<file path="config.mk">
export PLATFORM = sky130hd
export DESIGN_NAME = mpsoc_dbg_hs_rx
export DESIGN_NICKNAME = d
export VERILOG_FILES = /design/src/rtl/mpsoc_dbg_pkg.sv /design/src/rtl/mpsoc_dbg_sync_chain.sv /design/src/rtl/mpsoc_dbg_hs_rx.sv
export SDC_FILE = /design/constraint.sdc
export NUM_CORES = 1
export LEC_CHECK = 0
export ABC_AREA = 1
export ABC_CLOCK_PERIOD_IN_PS = 1400
export CAP_MARGIN = 10
export CELL_PAD_IN_SITES_DETAIL_PLACEMENT = 1
export CELL_PAD_IN_SITES_GLOBAL_PLACEMENT = 1
export CORE_ASPECT_RATIO = 0.6
export CORE_UTILIZATION = 32
export DETAILED_ROUTE_END_ITERATION = 6
export PLACE_DENSITY_LB_ADDON = 0.1
export SYNTH_ARGS = -nofsm -noshare
export SYNTH_HDL_FRONTEND = slang
export SYNTH_HIERARCHICAL = 1
export SYNTH_SLANG_ARGS = --single-unit
</file>
<file path="constraint.sdc">
create_clock -name CLK -period 1.4 [get_ports CLK]
set_input_delay 0.28 -clock CLK [delete_from_list [all_inputs] [get_ports CLK]]
set_output_delay 0.28 -clock CLK [all_outputs]
set_load 0.05 [all_outputs]
</file>
<file path="src/rtl/mpsoc_dbg_pkg.sv">
// Shared constants for the debug unit's toggle-handshake clock-domain crossing.
// Holds the default data width and synchronizer depth used by the handshake
// endpoints, plus the receive buffer depth and its occupancy counter width.
package mpsoc_dbg_pkg;

  localparam int DW_DEFAULT          = 4;
  localparam int SYNC_STAGES_DEFAULT = 2;
  localparam int FIFO_DEPTH          = 2;
  localparam int LEVEL_W             = 2;

endpackage

</file>
<file path="src/rtl/mpsoc_dbg_sync_chain.sv">
// N-stage single-bit synchronizer for a level/toggle signal crossing into the
// clk domain. Also used by the sender endpoint on its acknowledge path.
// Ports:
//   clk   - destination clock
//   rst_n - asynchronous active-low reset, all stages clear to 0
//   d     - asynchronous input
//   q     - synchronized output (last stage)
module mpsoc_dbg_sync_chain #(
  parameter int N = 2
) (
  input  logic clk,
  input  logic rst_n,
  input  logic d,
  output logic q
);

  logic [N-1:0] chain;

  // Shift the asynchronous input through the flop chain.
  always_ff @(posedge clk or negedge rst_n) begin
    if (!rst_n) begin
      chain <= '0;
    end else begin
      chain <= {chain[N-2:0], d};
    end
  end

  assign q = chain[N-1];

endmodule

</file>
<file path="src/rtl/mpsoc_dbg_hs_rx.sv">
// Receiving endpoint of the toggle-handshake CDC. Synchronizes the sender's
// request toggle, captures the stable data word when buffer space exists,
// returns an acknowledge toggle, and presents words through a 2-entry
// valid/ready buffer.
// Ports:
//   CLK            - receiving-domain clock
//   RSTN           - asynchronous active-low reset
//   REQ_TOGGLE_IN  - request toggle from the sender (asynchronous)
//   DATA_IN        - sender data, stable while a request is outstanding
//   ACK_TOGGLE_OUT - registered acknowledge toggle back to the sender
//   DATA_OUT       - head-of-buffer word
//   VALID_OUT      - buffer non-empty
//   READY_IN       - consumer accepts DATA_OUT when VALID_OUT & READY_IN
//   LEVEL_OUT      - buffer occupancy 0..2
module mpsoc_dbg_hs_rx
  import mpsoc_dbg_pkg::*;
#(
  parameter int DW          = DW_DEFAULT,
  parameter int SYNC_STAGES = SYNC_STAGES_DEFAULT
) (
  input  logic               CLK,
  input  logic               RSTN,
  input  logic               REQ_TOGGLE_IN,
  input  logic [DW-1:0]      DATA_IN,
  output logic               ACK_TOGGLE_OUT,
  output logic [DW-1:0]      DATA_OUT,
  output logic               VALID_OUT,
  input  logic               READY_IN,
  output logic [LEVEL_W-1:0] LEVEL_OUT
);

  logic               req_s;
  logic               ack;
  logic               pending;
  logic               pop;
  logic               space;
  logic               push;
  logic               wr_ptr;
  logic               rd_ptr;
  logic [LEVEL_W-1:0] count;
  logic [LEVEL_W-1:0] count_next;
  logic [DW-1:0]      entry [FIFO_DEPTH];

  mpsoc_dbg_sync_chain #(
    .N (SYNC_STAGES)
  ) u_req_sync (
    .clk   (CLK),
    .rst_n (RSTN),
    .d     (REQ_TOGGLE_IN),
    .q     (req_s)
  );

  // Handshake decode: a request is outstanding while the synchronized toggle
  // differs from our ack; it is taken only when a slot is free or one is
  // being freed on this same edge (so a full buffer never stalls a pop+push).
  always_comb begin
    pending = 1'b0;
    pop     = 1'b0;
    space   = 1'b0;
    push    = 1'b0;
    pending = req_s ^ ack;
    pop     = (count != {LEVEL_W{1'b0}}) & READY_IN;
    space   = (count < LEVEL_W'(FIFO_DEPTH)) | pop;
    push    = pending & space;
  end

  // Occupancy update; simultaneous push and pop leaves the count unchanged.
  always_comb begin
    count_next = count;
    case ({push, pop})
      2'b10:   count_next = count + {{(LEVEL_W-1){1'b0}}, 1'b1};
      2'b01:   count_next = count - {{(LEVEL_W-1){1'b0}}, 1'b1};
      default: count_next = count;
    endcase
  end

  // Buffer storage, pointers, occupancy and ack toggle. DATA_IN is sampled
  // only on capture edges, when the sender guarantees it is stable.
  always_ff @(posedge CLK or negedge RSTN) begin
    if (!RSTN) begin
      ack    <= 1'b0;
      wr_ptr <= 1'b0;
      rd_ptr <= 1'b0;
      count  <= '0;
      for (int i = 0; i < FIFO_DEPTH; i++) begin
        entry[i] <= '0;
      end
    end else begin
      if (push) begin
        entry[wr_ptr] <= DATA_IN;
        wr_ptr        <= wr_ptr + 1'b1;
        ack           <= ~ack;
      end
      if (pop) begin
        rd_ptr <= rd_ptr + 1'b1;
      end
      count <= count_next;
    end
  end

  assign ACK_TOGGLE_OUT = ack;
  assign DATA_OUT       = entry[rd_ptr];
  assign VALID_OUT      = (count != {LEVEL_W{1'b0}});
  assign LEVEL_OUT      = count;

endmodule
</file>
### Yosys cells after proc, flatten, opt, wreduce, memory -nomap -nowiden

Cells that the tools add are included.

| word-level totals | value |
|---|---|
| input port bits | 8 |
| output and inout port bits | 8 |
| bits in latches | 0 |
| register bits | 15 |
| bits in writable memories | 0 |
| memories | 0 |
| word-level logic and storage cells | 34 |
| bits in read-only memories | 0 |

| cells by class | value |
|---|---|
| multiply operators | 0 |
| div/mod/pow operators | 0 |
| magnitude comparators | 4 |
| eq/ne operators | 2 |
| reduce and logical (&&, ||, !) cells | 3 |
| bitwise logic cells | 7 |
| add/sub/neg operators | 4 |
| muxes and demuxes | 7 |
| shift-type cells | 0 |

Operators with widths:

| operator | number |
|---|---|
| 2-to-1 mux 4 bit | 4 |
| bitwise mux 8 bit | 1 |
| demux 4 bit (select 1 bit) | 1 |
| greater-or-equal comparator 2 bit, second input constant | 2 |
| NOT 1 -> 2 bit | 2 |
| case mux 2 bit (2 select lines) | 1 |
| nonzero test 2 bit | 2 |
| adder 1 bit, second input constant | 2 |
| adder 2 x 1 -> 2 bit, second input constant | 1 |
| AND 1 bit | 2 |
| equality test 2 x 1 -> 1 bit, second input constant | 1 |
| equality test 2 bit, second input constant | 1 |
| < comparator 2 x 1 -> 1 bit, second input constant | 1 |
| < comparator 2 bit, second input constant | 1 |
| subtractor 2 x 1 -> 2 bit, second input constant | 1 |
| logical AND 1 bit | 1 |
| NOT 1 bit | 1 |
| OR 1 bit | 1 |
| XOR 1 bit | 1 |

### Logic depth before layout (Yosys ltp)

| logic depth | value |
|---|---|
| depth after elaboration | 6 |
| depth in mapped cells | 10 |
| gate-level depth less buffers | 9 |

### Cells and area by module

The synthesis kept the hierarchy.

Modules (own cells, without submodules):

| module | area each (um^2) | cells an instance | seq. area each (um^2) | times used |
|---|---|---|---|---|
| mpsoc_dbg_hs_rx | 689.4 | 81 | 325.3 | 1 |
| mpsoc_dbg_sync_chain | 50.0 | 2 | 50.0 | 1 |

### Worst setup path after synthesis

Ideal clock, no wire load.

| timing path | value |
|---|---|
| path kind | register to register |
| from | register count[1] (netlist: LEVEL_OUT[1]) |
| to | register count[1] (netlist: LEVEL_OUT[1]) |
| arrival | 1,799 ps |
| clock period less this slack | 1,865 ps |
| data required time | 1,334 ps |
| path buffers | 0 |
| cell stages (with the launch flop) | 9 |
| path slack | -465 ps |
| setup time | 66 ps |
| cells stage by stage | dfrtp_1 or2_4 nand2_2 inv_1 ha_1 or2_2 nand3_1 nand2_1 nand2_1 |

| between the ends | value |
|---|---|
| longest elaborated chain between the ends | 6 |
| elaborated cells between the ends (all ways) | 11 |
| classes of those cells | add/sub (2); order compare (1); eq/ne (2); mux (1); bitwise (3); reduce/logical (2) |

RTL lines:

| item | RTL line | RTL |
|---|---|---|
| start, declared | mpsoc_dbg_hs_rx.sv:40 | `logic [LEVEL_W-1:0] count;` |
| start signal, assigned | mpsoc_dbg_hs_rx.sv:97 | `count <= count_next;` |
| nonzero test 2 bit (*) | - |  |
| via VALID_OUT | mpsoc_dbg_hs_rx.sv:27 | `output logic VALID_OUT,` |
| AND 1 bit (*) | mpsoc_dbg_hs_rx.sv:62 | `pop = (count != {LEVEL_W{1'b0}}) & READY_IN;` |
| via pop | mpsoc_dbg_hs_rx.sv:35 | `logic pop;` |
| OR 1 bit | mpsoc_dbg_hs_rx.sv:63 | `space = (count < LEVEL_W'(FIFO_DEPTH)) \| pop;` |
| AND 1 bit | mpsoc_dbg_hs_rx.sv:64 | `push = pending & space;` |
| equality test 2 x 1 -> 1 bit or equality test 2 bit (tied branches) | mpsoc_dbg_hs_rx.sv:70 | `case ({push, pop})` |
| case mux 2 bit (2 select lines) or nonzero test 2 bit (tied branches) | - |  |

Mark *: on every way through the listed nets, which the timed path passes. The rest lies on a longest branch.
A chain may end at the register's enable or synchronous reset.

### Worst setup path in the final report

| timing path | value |
|---|---|
| from | register count[1] (netlist: LEVEL_OUT[1]) |
| to | output port VALID_OUT |

| between the ends | value |
|---|---|
| longest elaborated chain between the ends | 1 |

RTL lines:

| item | RTL line | RTL |
|---|---|---|
| nonzero test 2 bit | mpsoc_dbg_hs_rx.sv:103 | `assign VALID_OUT = (count != {LEVEL_W{1'b0}});` |
| end, declared | mpsoc_dbg_hs_rx.sv:27 |  |

Every way passes these cells.

==> results.toml <==
[timing]
hold_viol = 0
holdWs_ns = 0.349
setup_viol = 0
tns_ns = 0
relSlewSlack = 0.795
max_freq_ghz = 0.724
maxSlewViolCount = 0
worst_pin_slew_ns = 0.307
fin_ws_ns = 0.0179
rsz0062_at_grt = "yes"
fin_crit_sh = 0.987
fin_skew_ns = 0.00435
layout_min_cycle_time_ns = 1.38

[floorplan]
die_w_um = 64.1
die-area_um2 = 2510
die_height_um = 39.2
rows = 13
fp.coreArea_um2 = 2180
io-pin-count = 16
initial_utilization = 0.339

[yosys]
ys_ff_latch = 15
syn_inst = 83
ys_types = 17
avgSynthCellArea_um2 = 8.91
ys_seq_area_frac = 0.508
synth_fp_nets = 92
yosys_warnings = 6
syn_area_um2 = 739

[route]
vias_per_cell = 4.50
drtIter0Drc = 17
drtAntennaViolNets = 0
route.met2.wl_um = 780
maxUsedRoutingLayer = "met4"
drcViolationCount = 0
drt_first_pass_iters = 3
post_drt_wl_per_cell_um = 12.4
via_count = 625
met1_length_um = 844
met3_length_um = 88
drt-total-wl_mm = 1.72

[clocking]
ctsHtreeMaxLevel = 1
cts.sinks = 15
cts_tree = "yes"
postCtsHoldBufs = 0
path_clk_slew_ns = 0.06
clock_latency_ns = 0.25
clockBufferDepth = 2
cts_made_buffers = 3
clockRootBuffer = "clkbuf_8"

[layout]
area_growth_pct = 52.5
final_common_cell = "nand2_1"
stdcell_area_um2 = 1130
layout.cells.non_filler = 139
fill_cells = 263
seqCellArea_um2 = 379
post-route-util = 0.517
layout_common_cells = "30 x nand2_1, 12 x dfrtp_1, 9 x nand4_1, 9 x buf_4, 8 x nand2_2"
n_antenna_cell = 0
nets = 119
multi_input_area_um2 = 347
drive_above_1_share = 0.394

[global_route]
grt_pass1_wl_mm = 2.93
grt_max_degree = 16
grtUsageTotal = 0.168
antenna_found_initial = 0
grt_overflow = 0
grt_pass1_vias = 607

[setup_path]
cp_max_fo = 2
start_kind = "flip-flop"
critical_path_class = "flip-flop to output port"
timing.rr.end = "LEVEL_OUT[1]"
r2r_start = "LEVEL_OUT[1]"
end_kind = "output port"
required_ns = 1.12
r2r_cells = 8
r2r_slack_ns = 0.04
crit_end = "VALID_OUT"
cp.arrival_ns = 1.10
critPathLaunch = "LEVEL_OUT[1]"

[run]
drv_cap = 0

[power]
powerDensity_nw_per_um2 = 2730
ir_drop_mv = 1.20
leakagePower_nw = 0.558
total_power_mw = 3.08

[placed_design]
dp_cells = 134
postPlaceCellArea_um2 = 1060
gp_congestion = 0.738
portBuffers = 15
dp_slack_ns = -0.203
dp_hpwl_mm = 1.35

[outcome]
status = "finished, final reports clean"

[worst_hold_path]
hp-start = "u_req_sync/chain[0]"
hold_class = "flip-flop to flip-flop"
critical path, cell delays in order, from the launching register on:
cell and delay [ns]:
dfrtp_2 0.40, or2_4 0.26, buf_4 0.19
layer usage:
layer | up-vias | global-route usage
met5 | - | 0
met4 | 0 | 0.0341
met3 | 2 | 0.0647
met2 | 12 | 0.263
met1 | 293 | 0.222
li1 | 318 | -
area by class of cell:
cell class,count,share of cell area
tap,30,0.0333
multi-input combinational,58,0.307
clock buffer,4,0.0400
timing repair buffer,24,0.256
sequential,15,0.336
inverter,8,0.0266
sequential cells by signal, summed over array words and instances, names as in the netlist:
signal            flops
wr_ptr                1
ACK_TOGGLE_OUT        1
entry                 8
u_req_sync/chain      2
LEVEL_OUT             2
rd_ptr                1
repair_timing:
action / in CTS / in global routing
endpoints found under the setup margin: 4 / 6
pin swaps: 0 / 3
setup buffers: 0 / 1
endpoints found under the hold margin: 0 / 0
resized for setup: 3 / 5
cells by family (layout without fill, tap and decap cells):
family                   Yosys count  in the layout  synth area share
AND/OR/NAND/NOR                   54             54             0.364
flip-flops                        15             15             0.508
buffers and inverters             10             36            0.0711
XOR/XNOR                           2              2            0.0338
adder cells (fa/ha/maj)            1              1            0.0169
AO/OA/AOI/OAI                      1              1           0.00676
synth_stat cells:
master	instances	share of area
o21ai_1	1	0.0068
nand2_4	1	0.015
nand3_2	1	0.014
xnor2_1	1	0.012
inv_1	6	0.030
buf_6	2	0.030
nand3_4	1	0.024
nand2_2	3	0.025
or2_2	1	0.0085
dfrtp_1	15	0.51
ha_1	1	0.017
nand2_1	36	0.18
nand4_1	9	0.076
xor2_2	1	0.022
inv_2	2	0.010
or2_4	1	0.012
nand3_1	1	0.0068
report_power, final:
group	internal, mW	switching [mW]
combinational	0.877	1.08
clock	0.202	0.157
sequential	0.623	0.146
total	1.70	1.38
how the worst min path moves through the flow:
| stage | endpoint | cells after the start |
|---|---|---|
| after floorplan | ACK_TOGGLE_OUT | 0 |
| after global placement | u_req_sync/chain[1] | 0 |
| after detailed placement | u_req_sync/chain[1] | 0 |
| after CTS | u_req_sync/chain[1] | 0 |
| after global routing | u_req_sync/chain[1] | 0 |
| final | u_req_sync/chain[1] | 0 |
(Power assumes the default switching activity.)
